### src/rtl/prog_loader.sv
// prog_loader: byte-stream program loader. Accepts a 4-byte header
// (n_lines, n_words), then assembles 128-bit instruction lines and 32-bit
// data words, strobing them into imem/dmem while holding the core in reset.
//
// state | meaning
// HDR   | collecting the 4 little-endian header bytes
// IMEM  | assembling 16-byte instruction lines
// DMEM  | assembling 4-byte data words
// DONE  | load complete, core released, stream ignored until reset
module prog_loader #(
  parameter int unsigned           ADDR_LEN  = 32,
  parameter logic [ADDR_LEN-1:0]   IMEM_BASE = '0,
  parameter logic [ADDR_LEN-1:0]   DMEM_BASE = '0
) (
  input  logic                clk,
  input  logic                reset,
  input  logic                in_valid,
  input  logic [7:0]          in_data,
  output logic                in_ready,
  output logic                prog_loading,
  output logic [ADDR_LEN-1:0] prog_loadaddr,
  output logic [127:0]        prog_loaddata,
  output logic                prog_imem_we,
  output logic                prog_dmem_we,
  output logic                done
);

  typedef enum logic [1:0] {
    S_HDR  = 2'd0,
    S_IMEM = 2'd1,
    S_DMEM = 2'd2,
    S_DONE = 2'd3
  } state_t;

  state_t                state_q, state_d;
  logic [3:0]            byte_cnt_q;
  logic [15:0]           n_lines_q, n_words_q;
  logic [15:0]           line_cnt_q, word_cnt_q;
  logic [ADDR_LEN-1:0]   line_ptr_q, word_ptr_q;
  logic [119:0]          line_buf_q;
  logic [23:0]           word_buf_q;
  logic                  in_ready_q, loading_q, done_q;
  logic                  imem_we_q, dmem_we_q;
  logic [ADDR_LEN-1:0]   addr_q;
  logic [127:0]          data_q;
  logic                  accept;

  assign accept        = in_valid && in_ready_q;
  assign in_ready      = in_ready_q;
  assign prog_loading  = loading_q;
  assign prog_loadaddr = addr_q;
  assign prog_loaddata = data_q;
  assign prog_imem_we  = imem_we_q;
  assign prog_dmem_we  = dmem_we_q;
  assign done          = done_q;

  // Next-state decision; the header's n_words high byte is still on in_data
  // when the HDR exit is decided, so it is folded in directly.
  always_comb begin
    state_d = state_q;
    case (state_q)
      S_HDR: begin
        if (accept && byte_cnt_q == 4'd3) begin
          if (n_lines_q != 16'd0)                          state_d = S_IMEM;
          else if ({in_data, n_words_q[7:0]} != 16'd0)     state_d = S_DMEM;
          else                                             state_d = S_DONE;
        end
      end
      S_IMEM: begin
        if (accept && byte_cnt_q == 4'd15 && (line_cnt_q + 16'd1) == n_lines_q)
          state_d = (n_words_q != 16'd0) ? S_DMEM : S_DONE;
      end
      S_DMEM: begin
        if (accept && byte_cnt_q == 4'd3 && (word_cnt_q + 16'd1) == n_words_q)
          state_d = S_DONE;
      end
      default: state_d = S_DONE;
    endcase
  end

  // State, assembly buffers, pointers and registered outputs.
  always_ff @(posedge clk or posedge reset) begin
    if (reset) begin
      state_q    <= S_HDR;
      byte_cnt_q <= '0;
      n_lines_q  <= '0;
      n_words_q  <= '0;
      line_cnt_q <= '0;
      word_cnt_q <= '0;
      line_ptr_q <= IMEM_BASE;
      word_ptr_q <= DMEM_BASE;
      line_buf_q <= '0;
      word_buf_q <= '0;
      in_ready_q <= 1'b1;
      loading_q  <= 1'b1;
      done_q     <= 1'b0;
      imem_we_q  <= 1'b0;
      dmem_we_q  <= 1'b0;
      addr_q     <= '0;
      data_q     <= '0;
    end else begin
      state_q    <= state_d;
      in_ready_q <= (state_d != S_DONE);
      imem_we_q  <= 1'b0;
      dmem_we_q  <= 1'b0;
      // Release lags DONE entry by one edge so the last strobe sees loading=1.
      if (state_q == S_DONE) begin
        loading_q <= 1'b0;
        done_q    <= 1'b1;
      end
      if (accept) begin
        case (state_q)
          S_HDR: begin
            case (byte_cnt_q[1:0])
              2'd0:    n_lines_q[7:0]  <= in_data;
              2'd1:    n_lines_q[15:8] <= in_data;
              2'd2:    n_words_q[7:0]  <= in_data;
              default: n_words_q[15:8] <= in_data;
            endcase
            byte_cnt_q <= (byte_cnt_q == 4'd3) ? 4'd0 : byte_cnt_q + 4'd1;
          end
          S_IMEM: begin
            // Shift in from the top: after 15 bytes, byte 0 sits at [7:0].
            line_buf_q <= {in_data, line_buf_q[119:8]};
            byte_cnt_q <= byte_cnt_q + 4'd1;
            if (byte_cnt_q == 4'd15) begin
              data_q     <= {in_data, line_buf_q};
              addr_q     <= line_ptr_q;
              imem_we_q  <= 1'b1;
              line_ptr_q <= line_ptr_q + ADDR_LEN'(16);
              line_cnt_q <= line_cnt_q + 16'd1;
            end
          end
          S_DMEM: begin
            word_buf_q <= {in_data, word_buf_q[23:8]};
            byte_cnt_q <= (byte_cnt_q == 4'd3) ? 4'd0 : byte_cnt_q + 4'd1;
            if (byte_cnt_q == 4'd3) begin
              data_q     <= {in_data, word_buf_q, 96'd0};
              addr_q     <= word_ptr_q;
              dmem_we_q  <= 1'b1;
              word_ptr_q <= word_ptr_q + ADDR_LEN'(4);
              word_cnt_q <= word_cnt_q + 16'd1;
            end
          end
          default: ;
        endcase
      end
    end
  end

endmodule

### config.mk
export PLATFORM = sky130hd
export DESIGN_NAME = prog_loader
export DESIGN_NICKNAME = d
export VERILOG_FILES = /design/src/rtl/prog_loader.sv
export SDC_FILE = /design/constraint.sdc
export NUM_CORES = 1
export LEC_CHECK = 0
export BUFFER_PORTS_ARGS = -buffer_cell sky130_fd_sc_hd__buf_4
export CELL_PAD_IN_SITES_DETAIL_PLACEMENT = 2
export CELL_PAD_IN_SITES_GLOBAL_PLACEMENT = 2
export CORE_MARGIN = 5
export CORE_UTILIZATION = 42
export CTS_CLUSTER_DIAMETER = 30
export DETAILED_ROUTE_END_ITERATION = 10
export PLACE_DENSITY_LB_ADDON = 0.1
export SYNTH_ARGS = -nofsm -noshare
export SYNTH_HDL_FRONTEND = slang
export SYNTH_SLANG_ARGS = --single-unit
### constraint.sdc
create_clock -name clk -period 20.1 [get_ports clk]
set_input_delay 1.005 -clock clk [delete_from_list [all_inputs] [get_ports clk]]
set_output_delay 1.005 -clock clk [all_outputs]
set_load 0.005 [all_outputs]
; Word-level counts from Yosys, hierarchy flattened
; Cells that the tools add are included.
[word_totals]
out_inout_bits = 165
in_bits = 11
wordCells = 82
register_bits = 443
[classes]
bitwise = 1
n_mux = 21
reduce_logical = 24
eq_ne = 12
addsub = 5
[ops]
columns = operator, n
row1 = $mux W128, 2
row2 = $pmux W128 S2, 1
row3 = $mux W32, 2
row4 = $pmux W32 S2, 1
row5 = $reduce_bool A16 Y1, 3
row6 = $add A16 B1 Y16 const B, 2
row7 = $add A32 B3 Y32 const B, 1
row8 = $add A32 B5 Y32 const B, 1
row9 = $eq A16 B16 Y1, 2
row10 = $reduce_and A3 Y1, 6
row11 = $mux W1, 8
row12 = $mux W2, 4
row13 = $pmux W4 S2, 1
row14 = $eq A2 B2 Y1 const B, 3
row15 = $ne A2 B2 Y1 const B, 3
row16 = $pmux W2 S3, 1
row17 = $reduce_and A2 Y1, 3
row18 = $logic_and A1 B1 Y1, 5
row19 = $add A4 B1 Y4 const B, 1
row20 = $eq A2 B1 Y1 const B, 2
row21 = $eq A4 B2 Y1 const B, 1
row22 = $eq A4 B4 Y1 const B, 1
row23 = $logic_not A2 Y1, 2
row24 = $mux W4, 1
row25 = 5 further kinds, 6

; Logic depth before layout (Yosys ltp)
; Gate-level depths: netlist of run 1.
[logic_depth]
ltp_word = 6
ltp_mapped = 10
depth_no_buf = 9

; Worst setup path before layout of run 1
; Ideal clock, no wire load.
[synth_timing]
kind = input to register
start = input port in_valid
end = register line_ptr_q[31]
path_stages = 8
slack_ns = 17.378
setup_time_ns = 0.123
t_required_ns = 19.977
path_buffers = 1
arrival_ns = 2.600
cell_sequence = nand3_1 > or3_1 > buf_6 > nor3_4 > nand4_4 > nor4_4 > nand3_1 > xnor2_1
[synth_between]
elab_chain_cells = 2
[synth_lines]
columns = element, line_no
row1 = "start, declared", 17  ; input logic in_valid,
row2 = $logic_and A1 B1 Y1, 48  ; assign accept = in_valid && in_ready_q;
row3 = $reduce_and A3 Y1 (no source line), n/a
row4 = "end signal, assigned", 130  ; line_ptr_q <= line_ptr_q + ADDR_LEN'(16);
row5 = "end, declared", 39  ; logic [ADDR_LEN-1:0] line_ptr_q, word_ptr_q;
; No other way between the ends.
; A chain may end at the register's enable or synchronous reset.

; Final worst setup path of run 1
[layout_timing]
start = register state_q[0]
end = register data_q[105], in the netlist prog_loaddata[105]
[layout_between]
elab_chain_cells = 3
word_cells_on_any_way = 7
classes_between = eq/ne: 4 / mux: 1 / reduce/logical: 2
[layout_lines]
columns = element, line_no
row1 = "start, declared", 35  ; state_t state_q, state_d;
row2 = "start signal, assigned", 102  ; state_q <= state_d;
row3 = $eq A2 B1 Y1 or $eq A2 B2 Y1 (tied branches), 112  ; case (state_q)
row4 = $ne A2 B2 Y1 (no source line) or $reduce_bool A2 Y1 (tied branches), n/a
row5 = $reduce_and A4 Y1 (no source line), n/a
row6 = "end signal, assigned", 127  ; data_q <= {in_data, line_buf_q};
row7 = "end signal, assigned", 138  ; data_q <= {in_data, word_buf_q, 96'd0};
row8 = "end, declared", 45  ; logic [127:0] data_q;
; Parallel ways exist; a longest one is shown, timed or not.

==> report_table.html, run 1 <==
<table>
<tr><th>Metric</th><th>Value</th></tr>
<tr><th colspan="2">Global route</th></tr>
<tr><td>Number of global-route vias before repair</td><td>~16000</td></tr>
<tr><td>Largest net degree at the start of global routing</td><td>about 110</td></tr>
<tr><td>Aggregate global-route resource usage</td><td>26.0%</td></tr>
<tr><td>Wire length of the first global-routing pass</td><td>~100000 um</td></tr>
<tr><td>Global route total overflow</td><td>0</td></tr>
<tr><td>Antenna violations before repair</td><td>1</td></tr>
<tr><th colspan="2">Floorplan</th></tr>
<tr><td>Floorplan die height</td><td>220 um</td></tr>
<tr><td>Number of ports placed on the die boundary</td><td>between 150 and 200</td></tr>
<tr><td>Floorplan row count</td><td>77</td></tr>
<tr><td>Starting Density</td><td>42.2%</td></tr>
<tr><td>Core Area</td><td>43900 um2</td></tr>
<tr><td>Die Area</td><td>48500 um2</td></tr>
<tr><td>Die Wd</td><td>220 um</td></tr>
<tr><th colspan="2">Final layout</th></tr>
<tr><td>Post-layout utilization of the core</td><td>around 54%</td></tr>
<tr><td>Number of inserted diodes</td><td>0</td></tr>
<tr><td>Most used cells in the layout excluding fill and tap cells</td><td>dfrtp_1, nand2_1, buf_4</td></tr>
<tr><td>Most frequent standard cell in the layout excluding fill and tap cells</td><td>dfrtp_1</td></tr>
<tr><td>Layout cells sized above 1</td><td>roughly 29%</td></tr>
<tr><td>Layout Nets</td><td>1894</td></tr>
<tr><td>Synth-to-layout area growth</td><td>28.2%</td></tr>
<tr><th colspan="2">Timing</th></tr>
<tr><td>Final hold viol count</td><td>0</td></tr>
<tr><td>Fin crit share</td><td>24.6%</td></tr>
<tr><td>Maximum clock frequency</td><td>approximately 200 MHz</td></tr>
<tr><td>Post-Route Skew</td><td>0.0227 ns</td></tr>
<tr><td>Slew at the pin with the worst max-slew slack</td><td>1.20 ns</td></tr>
<tr><td>RSZ-0062 raised after global routing</td><td>false</td></tr>
<tr><td>Worst slew slack as a fraction of its limit</td><td>20.2%</td></tr>
<tr><td>Final sum of negative setup slack</td><td>0 ns</td></tr>
<tr><td>Number of pins with negative max-slew slack in the final report</td><td>0</td></tr>
<tr><td>Minimum period implied by the final worst setup slack</td><td>4.94 ns</td></tr>
<tr><td>Number of endpoints failing setup at the final stage</td><td>0</td></tr>
<tr><th colspan="2">CTS</th></tr>
<tr><td>Clock latency on the worst-skew pair</td><td>~0.63 ns</td></tr>
<tr><td>Buffer levels on the longest clock path</td><td>3</td></tr>
<tr><td># hold bufs at CTS</td><td>0</td></tr>
<tr><td>Number of clock sinks</td><td>435</td></tr>
<tr><td>CTS tree</td><td>done</td></tr>
<tr><td>Count of buffers added by post-CTS timing repair for setup</td><td>0</td></tr>
<tr><td>CTS root buf</td><td>clkbuf_16</td></tr>
<tr><td>Clock input transition at the sequential cells of the worst setup and hold paths</td><td>about 0.050 ns</td></tr>
<tr><td>Post-cts resize count</td><td>0</td></tr>
<tr><td>H-tree depth</td><td>3</td></tr>
<tr><td>Clock buffers created by TritonCTS</td><td>100</td></tr>
<tr><th colspan="2">Drt</th></tr>
<tr><td>Routed wire length</td><td>62300 um</td></tr>
<tr><td>Number of antenna-violating nets in the routed design</td><td>0</td></tr>
<tr><td>Via count</td><td>13900</td></tr>
<tr><td>Routed wire length on met2</td><td>33000 um</td></tr>
<tr><td>Top routing layer in use</td><td>met4</td></tr>
<tr><td>Number of remaining DRC errors</td><td>0</td></tr>
<tr><td>Routed length on met1</td><td>25000 um</td></tr>
<tr><td>Via count normalized by instance count</td><td>around 5.5</td></tr>
<tr><td>Detailed Routing Iterations Pass 1</td><td>5</td></tr>
<tr><td>First-iteration detailed-routing DRC count</td><td>740</td></tr>
<tr><td>Average wire length per cell after detail routing</td><td>roughly 24 um</td></tr>
<tr><td>Met3 WL</td><td>2730 um</td></tr>
<tr><th colspan="2">Placed design</th></tr>
<tr><td>Hpwl dp</td><td>between 30000 and 40000 um</td></tr>
<tr><td>Routability Congestion</td><td>0.788</td></tr>
<tr><td>Count of buffers from port buffering</td><td>173</td></tr>
<tr><th colspan="2">Setup path</th></tr>
<tr><td>Capture instance of the worst register-to-register path</td><td>prog_loaddata[105]$_DFFE_PP0P_</td></tr>
<tr><td>Critical path data required time</td><td>20.61 ns</td></tr>
<tr><td>Critical path start-end classification</td><td>reg2reg</td></tr>
<tr><td>Type of element launching the critical path</td><td>register</td></tr>
<tr><td>Beginning of the worst register-to-register path</td><td>state_q[0]$_DFF_PP0_</td></tr>
<tr><td>R2r worst-path depth</td><td>8</td></tr>
<tr><td>Worst reg2reg setup slack</td><td>15.16 ns</td></tr>
<tr><td>Endpoint type of the worst setup path</td><td>register</td></tr>
<tr><td>Largest fanout on the critical path</td><td>104</td></tr>
<tr><td>Endpoint arrival time on the critical path</td><td>5.46 ns</td></tr>
<tr><th colspan="2">Logic synthesis</th></tr>
<tr><td>Synth Cell Area</td><td>between 15000 and 20000 um2</td></tr>
<tr><td>Sequential area share after synthesis</td><td>about three fifths</td></tr>
<tr><td>Yosys top cell by area</td><td>dfrtp_1</td></tr>
<tr><td>#FFs+latches synth</td><td>435</td></tr>
<tr><td>Fraction of registers with async set/reset</td><td>100%</td></tr>
<tr><td>Primary flip-flop cell chosen by synthesis mapping</td><td>dfrtp_1</td></tr>
<tr><td>Number of synthesized flops with an enable pin</td><td>0</td></tr>
<tr><td>Syn. warnings</td><td>0</td></tr>
<tr><td>Distinct cells, synth</td><td>73</td></tr>
<tr><td>Cells taking the most area after synthesis</td><td>dfrtp_1, mux2_2, nand2_1</td></tr>
<tr><td>Syn avg cell area</td><td>between 10 and 15 um2</td></tr>
<tr><td>Area share of the largest cell type after synthesis</td><td>58.4%</td></tr>
<tr><td>Synthesized instance count</td><td>between 1500 and 2000</td></tr>
<tr><th colspan="2">Pwr</th></tr>
<tr><td>PD cells</td><td>170 nW/um2</td></tr>
<tr><td>Max VDD drop</td><td>approximately 0.075 mV</td></tr>
<tr><td>Leakage power</td><td>approximately 0.011 uW</td></tr>
<tr><th colspan="2">Job</th></tr>
<tr><td>Max Cap Viol</td><td>0</td></tr>
<tr><th colspan="2">Worst hold path</th></tr>
<tr><td>Min-delay worst type</td><td>in2async</td></tr>
<tr><th colspan="2">Status</th></tr>
<tr><td>Result of the run</td><td>completed</td></tr>
</table>
-- report_power, final --
part / switching, uW / internal [uW] / total [uW]
logic: 443 / 462 / 905
registers: 293 / 1180 / 1470
clock network: 538 / 1130 / 1670
-- cell usage after synthesis, drive strengths merged, types with 11 or more instances --
library cell and count:
a31oi 52, and3 12, buf 23, clkbuf 74
dfrtp 433, inv 12, mux2 177, nand2 385
nand3 140, nand4 22, nor2 87, nor3 20
nor4 17, o21ai 11, xnor2 74, xor2 46
-- critical path, cell delays in order (launching register included) --
cell and delay, ns:
dfrtp_1 0.55, nand4b_2 0.97, or2_1 0.52, buf_4 0.23
nand2_4 0.37, buf_4 0.67, buf_4 0.96, nor2_1 0.16
a31oi_1 0.25
-- per-layer routing --
| layer | global-route usage, % | up-vias |
|---|---|---|
| met5 | 0 | - |
| li1 | - | 6140 |
| met4 | 8.65 | 0 |
| met2 | 47.0 | 305 |
| met1 | 31.3 | 7374 |
| met3 | 4.97 | 102 |
-- state kept, by name (all words and copies together), names as in the netlist --
register / count
line_ptr_q: 28
prog_dmem_we: 1
prog_loadaddr: 30
line_buf_q: 120
done: 1
n_words_q: 16
prog_loading: 1
state_q: 2
prog_loaddata: 128
byte_cnt_q: 4
in_ready: 1
line_cnt_q: 16
word_buf_q: 24
word_cnt_q: 16
prog_imem_we: 1
n_lines_q: 16
word_ptr_q: 30
-- worst max-delay path by stage --
stage / cells past startpoint / endpoint / slack [ns] / from
4_1_cts: 8 / prog_loaddata[118]$_DFFE_PP0P_ / 15.12 / state_q[0]$_DFF_PP0_
6_report: 8 / prog_loaddata[105]$_DFFE_PP0P_ / 15.16 / state_q[0]$_DFF_PP0_
3_3_place_gp: 8 / prog_loaddata[107]$_DFFE_PP0P_ / 15.10 / in_valid
3_5_place_dp: 9 / prog_loaddata[102]$_DFFE_PP0P_ / 14.88 / in_valid
2_1_floorplan: 1 / byte_cnt_q[0]$_DFFE_PP0P_ / 6.98 / reset
5_1_grt: 8 / prog_loaddata[118]$_DFFE_PP0P_ / 14.87 / state_q[0]$_DFF_PP0_
-- kinds of logic (layout without fill, tap and decap cells) --
logic type	count (synthesis)	count (layout)	share of synthesized area, %
compound gates	104	104	3.76
buf+inv	109	385	2.44
mux	178	178	10.8
other cells	1	2	0.0202
simple gates	727	727	18.0
flops	435	435	58.7
fa+ha+maj	9	9	0.607
xor+xnor	120	120	5.67
-- layout make-up --
class / count / area [um2]
Clock buffer: 131 / 2790
Tap cell: 592 / 741
Timing Repair Buffer: 185 / 1390
Multi-Input combinational cell: 1140 / 7250
Sequential cell: 435 / 10900
Clock inverter: 57 / 663
Inverter: 12 / 52.6
Fill cell: 4220 / 20200
-- per-stage QoR --
| step | setup slack [ns] | total power, uW | hold WS (ns) | std cells | area [um2] |
|---|---|---|---|---|---|
| after floorplan | 6.98 | 1870 | 0.445 | 1684 | 18500 |
| after global placement | 15.10 | 2250 | 0.453 | 2364 | 20300 |
| after detailed placement | 14.88 | 2320 | 0.462 | 2364 | 20300 |
| after CTS | 15.12 | 4090 | 0.475 | 2552 | 23800 |
| after global routing | 14.87 | 4230 | 0.503 | 2552 | 23800 |
| final | 15.16 | 4040 | 0.467 | 2552 | 23800 |
(Power assumes the default switching activity.)
==> run 2, diff against run 1 <==
--- a/config.mk
+++ b/config.mk
@@ -9,7 +9,7 @@
 export CELL_PAD_IN_SITES_DETAIL_PLACEMENT = 2
 export CELL_PAD_IN_SITES_GLOBAL_PLACEMENT = 2
 export CORE_MARGIN = 5
-export CORE_UTILIZATION = 42
+export CORE_UTILIZATION = 39
 export CTS_CLUSTER_DIAMETER = 30
 export DETAILED_ROUTE_END_ITERATION = 10
 export PLACE_DENSITY_LB_ADDON = 0.1
==> constraint.sdc (replaced) <==
create_clock -name clk -period 4.6 [get_ports clk]
set_input_delay 0.23 -clock clk [delete_from_list [all_inputs] [get_ports clk]]
set_output_delay 0.23 -clock clk [all_outputs]
set_load 0.005 [all_outputs]
==> run 2 against run 1 <==
  * First-iteration DRC count shrank 12%
  * Combinational power increased to 4.3 times the previous value
  * Maximum frequency grew 28%
  * Via count decreased by 1.2%
==> report_table.html, run 2 (synthesized netlist as in run 1, its figures left out) <==
<table>
<tr><th>Metric</th><th>Value</th></tr>
<tr><th colspan="2">Floorplan</th></tr>
<tr><td>Die Wd</td><td>228 um (+3.6%)</td></tr>
<tr><td>Core Area</td><td>47300 um2 (+7.8%)</td></tr>
<tr><td>Floorplan die height</td><td>228 um (+3.6%)</td></tr>
<tr><td>Die Area</td><td>52000 um2 (+7.3%)</td></tr>
<tr><td>Starting Density</td><td>39.2% (-3.0 points)</td></tr>
<tr><td>Floorplan row count</td><td>80 (+3.9%)</td></tr>
<tr><td>Number of ports placed on the die boundary</td><td>176 (unchanged)</td></tr>
<tr><th colspan="2">CTS</th></tr>
<tr><td>Clock input transition at the sequential cells of the worst setup and hold paths</td><td>0.05 ns (about the same)</td></tr>
<tr><td>CTS tree</td><td>done</td></tr>
<tr><td>Post-cts resize count</td><td>0 (unchanged)</td></tr>
<tr><td>CTS root buf</td><td>clkbuf_16</td></tr>
<tr><td>H-tree depth</td><td>3 (unchanged)</td></tr>
<tr><td>Number of clock sinks</td><td>435 (unchanged)</td></tr>
<tr><td># hold bufs at CTS</td><td>9 (+9)</td></tr>
<tr><td>Count of buffers added by post-CTS timing repair for setup</td><td>0 (unchanged)</td></tr>
<tr><td>Buffer levels on the longest clock path</td><td>3 (unchanged)</td></tr>
<tr><td>Clock buffers created by TritonCTS</td><td>108 (+8.0%)</td></tr>
<tr><td>Clock latency on the worst-skew pair</td><td>0.63 ns (about the same)</td></tr>
<tr><th colspan="2">Final layout</th></tr>
<tr><td>Filler cells</td><td>4631 (+9.7%)</td></tr>
<tr><td>Multi-input combinational cell area</td><td>7250 um2 (unchanged)</td></tr>
<tr><td>Most used cells in the layout excluding fill and tap cells</td><td>dfrtp_1, nand2_1, buf_4</td></tr>
<tr><td>Largest register FFs</td><td>128 (unchanged)</td></tr>
<tr><td>Post-layout utilization of the core</td><td>51.1% (-3.0 points)</td></tr>
<tr><td>Layout Nets</td><td>1915 (+1.1%)</td></tr>
<tr><td>Synth-to-layout area growth</td><td>30.6%</td></tr>
<tr><td>Layout cells sized above 1</td><td>29.0% (+0.37 points)</td></tr>
<tr><td>Final standard cell count with taps included and fillers excluded</td><td>2602 (+2.0%)</td></tr>
<tr><td>Number of inserted diodes</td><td>0 (unchanged)</td></tr>
<tr><td>Most frequent standard cell in the layout excluding fill and tap cells</td><td>dfrtp_1</td></tr>
<tr><td>Area occupied by registers</td><td>10900 um2 (unchanged)</td></tr>
<tr><th colspan="2">Job</th></tr>
<tr><td>Max Cap Viol</td><td>0 (unchanged)</td></tr>
<tr><th colspan="2">Timing</th></tr>
<tr><td>RSZ-0062 raised after global routing</td><td>false</td></tr>
<tr><td>Final sum of negative setup slack</td><td>0 ns (unchanged)</td></tr>
<tr><td>Maximum clock frequency</td><td>259 MHz (+28%)</td></tr>
<tr><td>Post-Route Skew</td><td>0.0169 ns (-0.00586 ns)</td></tr>
<tr><td>Worst slew slack as a fraction of its limit</td><td>23.7% (+3.4 points)</td></tr>
<tr><td>Fin crit share</td><td>84.1% (+59 points)</td></tr>
<tr><td>Minimum period implied by the final worst setup slack</td><td>3.87 ns (-1.07 ns)</td></tr>
<tr><td>Number of endpoints failing setup at the final stage</td><td>0 (unchanged)</td></tr>
<tr><td>Final hold viol count</td><td>0 (unchanged)</td></tr>
<tr><td>Slew at the pin with the worst max-slew slack</td><td>1.15 ns (-0.0517 ns)</td></tr>
<tr><td>Number of pins with negative max-slew slack in the final report</td><td>0 (unchanged)</td></tr>
<tr><th colspan="2">Global route</th></tr>
<tr><td>Antenna violations before repair</td><td>0 (-1)</td></tr>
<tr><td>Most used routing layer in global routing</td><td>met2</td></tr>
<tr><td>Wire length of the first global-routing pass</td><td>96500 um (-1.3%)</td></tr>
<tr><td>Met3 Track Usage GR</td><td>4.38% (-0.60 points)</td></tr>
<tr><td>Number of global-route vias before repair</td><td>16200 (-0.056%)</td></tr>
<tr><td>Met1 Resource Use GR</td><td>28.3% (-3.1 points)</td></tr>
<tr><td>Met2 usage in global routing</td><td>41.4% (-5.6 points)</td></tr>
<tr><td>Global route total overflow</td><td>0 (unchanged)</td></tr>
<tr><td>Largest net degree at the start of global routing</td><td>210 (+100%)</td></tr>
<tr><td>Aggregate global-route resource usage</td><td>23.1% (-2.9 points)</td></tr>
<tr><th colspan="2">Setup path</th></tr>
<tr><td>Critical path start-end classification</td><td>reg2reg</td></tr>
<tr><td>Endpoint arrival time on the critical path</td><td>4.38 ns (-1.08 ns)</td></tr>
<tr><td>Endpoint type of the worst setup path</td><td>register</td></tr>
<tr><td>Critical path data required time</td><td>5.11 ns (-15.50 ns)</td></tr>
<tr><td>Largest fanout on the critical path</td><td>209 (+100%)</td></tr>
<tr><td>Type of element launching the critical path</td><td>register</td></tr>
<tr><th colspan="2">Pwr</th></tr>
<tr><td>Internal cell power</td><td>12500 uW (+350%)</td></tr>
<tr><td>Proportion of power drawn by flip-flops and latches</td><td>35.7% (-0.7 points)</td></tr>
<tr><td>Leakage power</td><td>0.0117 uW (+1.8%)</td></tr>
<tr><td>Combinational power share</td><td>21.7% (-0.7 points)</td></tr>
<tr><td>Switching power</td><td>5470 uW (+330%)</td></tr>
<tr><td>PD cells</td><td>741 nW/um2 (+340%)</td></tr>
<tr><td>Net switching share of the total power</td><td>30.5% (-1.1 points)</td></tr>
<tr><td>Max VDD drop</td><td>0.295 mV (+290%)</td></tr>
<tr><td>Clk network pwr share</td><td>42.6% (+1.4 points)</td></tr>
<tr><th colspan="2">Drt</th></tr>
<tr><td>Average wire length per cell after detail routing</td><td>23.1 um (-5.5%)</td></tr>
<tr><td>Number of antenna-violating nets in the routed design</td><td>0 (unchanged)</td></tr>
<tr><td>Via count normalized by instance count</td><td>5.29 (-3.1%)</td></tr>
<tr><td>Routed wire length</td><td>60000 um (-3.7%)</td></tr>
<tr><td>Detailed Routing Iterations Pass 1</td><td>4 (-1)</td></tr>
<tr><td>Via count</td><td>13800 (-1.2%)</td></tr>
<tr><td>Number of remaining DRC errors</td><td>0 (unchanged)</td></tr>
<tr><td>First-iteration detailed-routing DRC count</td><td>651 (-12%)</td></tr>
<tr><th colspan="2">Placed design</th></tr>
<tr><td>Count of buffers from port buffering</td><td>173 (unchanged)</td></tr>
<tr><td>Hpwl dp</td><td>35800 um (+1.8%)</td></tr>
<tr><td>Routability Congestion</td><td>0.787 (-0.15%)</td></tr>
<tr><td>Number of cells in the design after placement</td><td>2391 (+1.1%)</td></tr>
<tr><th colspan="2">Status</th></tr>
<tr><td>Result of the run</td><td>completed</td></tr>
<tr><th colspan="2">Worst hold path</th></tr>
<tr><td>Min-delay worst type</td><td>in2reg</td></tr>
</table>
==> run 2: cell types whose count changed in the layout (fill, tap and decap cells not counted), moves of 3 or more <==
cell / delta
clkbuf_8: +4
dlygate4sd3_1: +9
clkbuf_1: +3
buf_12: +4
clkinv_2: +8
clkbuf_16: +9
clkinv_4: -7
inv_6: -3
==> run 2: power by group through the flow <==
stage	logic [uW]	registers (uW)	clock network, uW
2_1_floorplan	2290	5910	0
3_3_place_gp	3600	6320	0
3_5_place_dp	3800	6400	0
4_1_cts	3980	6430	7800
5_1_grt	4280	6550	8020
6_report	3890	6400	7650
==> run 2: cell type report <==
cell class / instances / area share, %
sequential: 435 / 45.0
clock inverter: 55 / 2.56
clock buffer: 147 / 12.7
timing repair buffer: 198 / 6.44
tap: 615 / 3.18
multi-input combinational: 1140 / 29.9
inverter: 12 / 0.201
==> run 2: per-stage QoR <==
step           area, um2  worst slack [ns]  power (uW)  hold WS (ns)
2_1_floorplan      18600             -1.50        8190         0.343
3_3_place_gp       20400              1.16        9920         0.219
3_5_place_dp       20400             0.993       10200         0.216
4_1_cts            24200             0.836       18200        0.0618
5_1_grt            24200             0.695       18800        0.0981
6_report           24200             0.732       17900         0.103
==> run 2: worst max-delay path, stage by stage, from the launching register on <==
cell and delay [ns]:
dfrtp_1 0.53, nand4b_2 0.91, or2_1 0.64, buf_4 0.25, nand2_4 0.08, buf_12 0.50
nor2_1 0.18, a31oi_1 0.29
==> run 2: per-layer routing <==
metal	vias up	wire (um)
li1	6184	-
met1	7230	24900
met2	263	31200
met3	83	2610
met4	0	1310
met5	-	0
==> run 2: worst paths after layout <==
check	from	endpoint	slack [ns]	cells after the start
worst min register to register	prog_loaddata[41]$_DFFE_PP0P_	prog_loaddata[41]$_DFFE_PP0P_	0.47	2
max in group asynchronous	reset	line_ptr_q[9]$_DFFE_PP0P_	3.06	5
worst max-delay path	state_q[0]$_DFF_PP0_	prog_loaddata[114]$_DFFE_PP0P_	0.73	7
worst max register to register	state_q[0]$_DFF_PP0_	prog_loaddata[114]$_DFFE_PP0P_	0.73	7
min in group asynchronous	reset	prog_loaddata[21]$_DFFE_PP0P_	0.13	3
worst min-delay path	in_valid	byte_cnt_q[0]$_DFFE_PP0P_	0.10	3
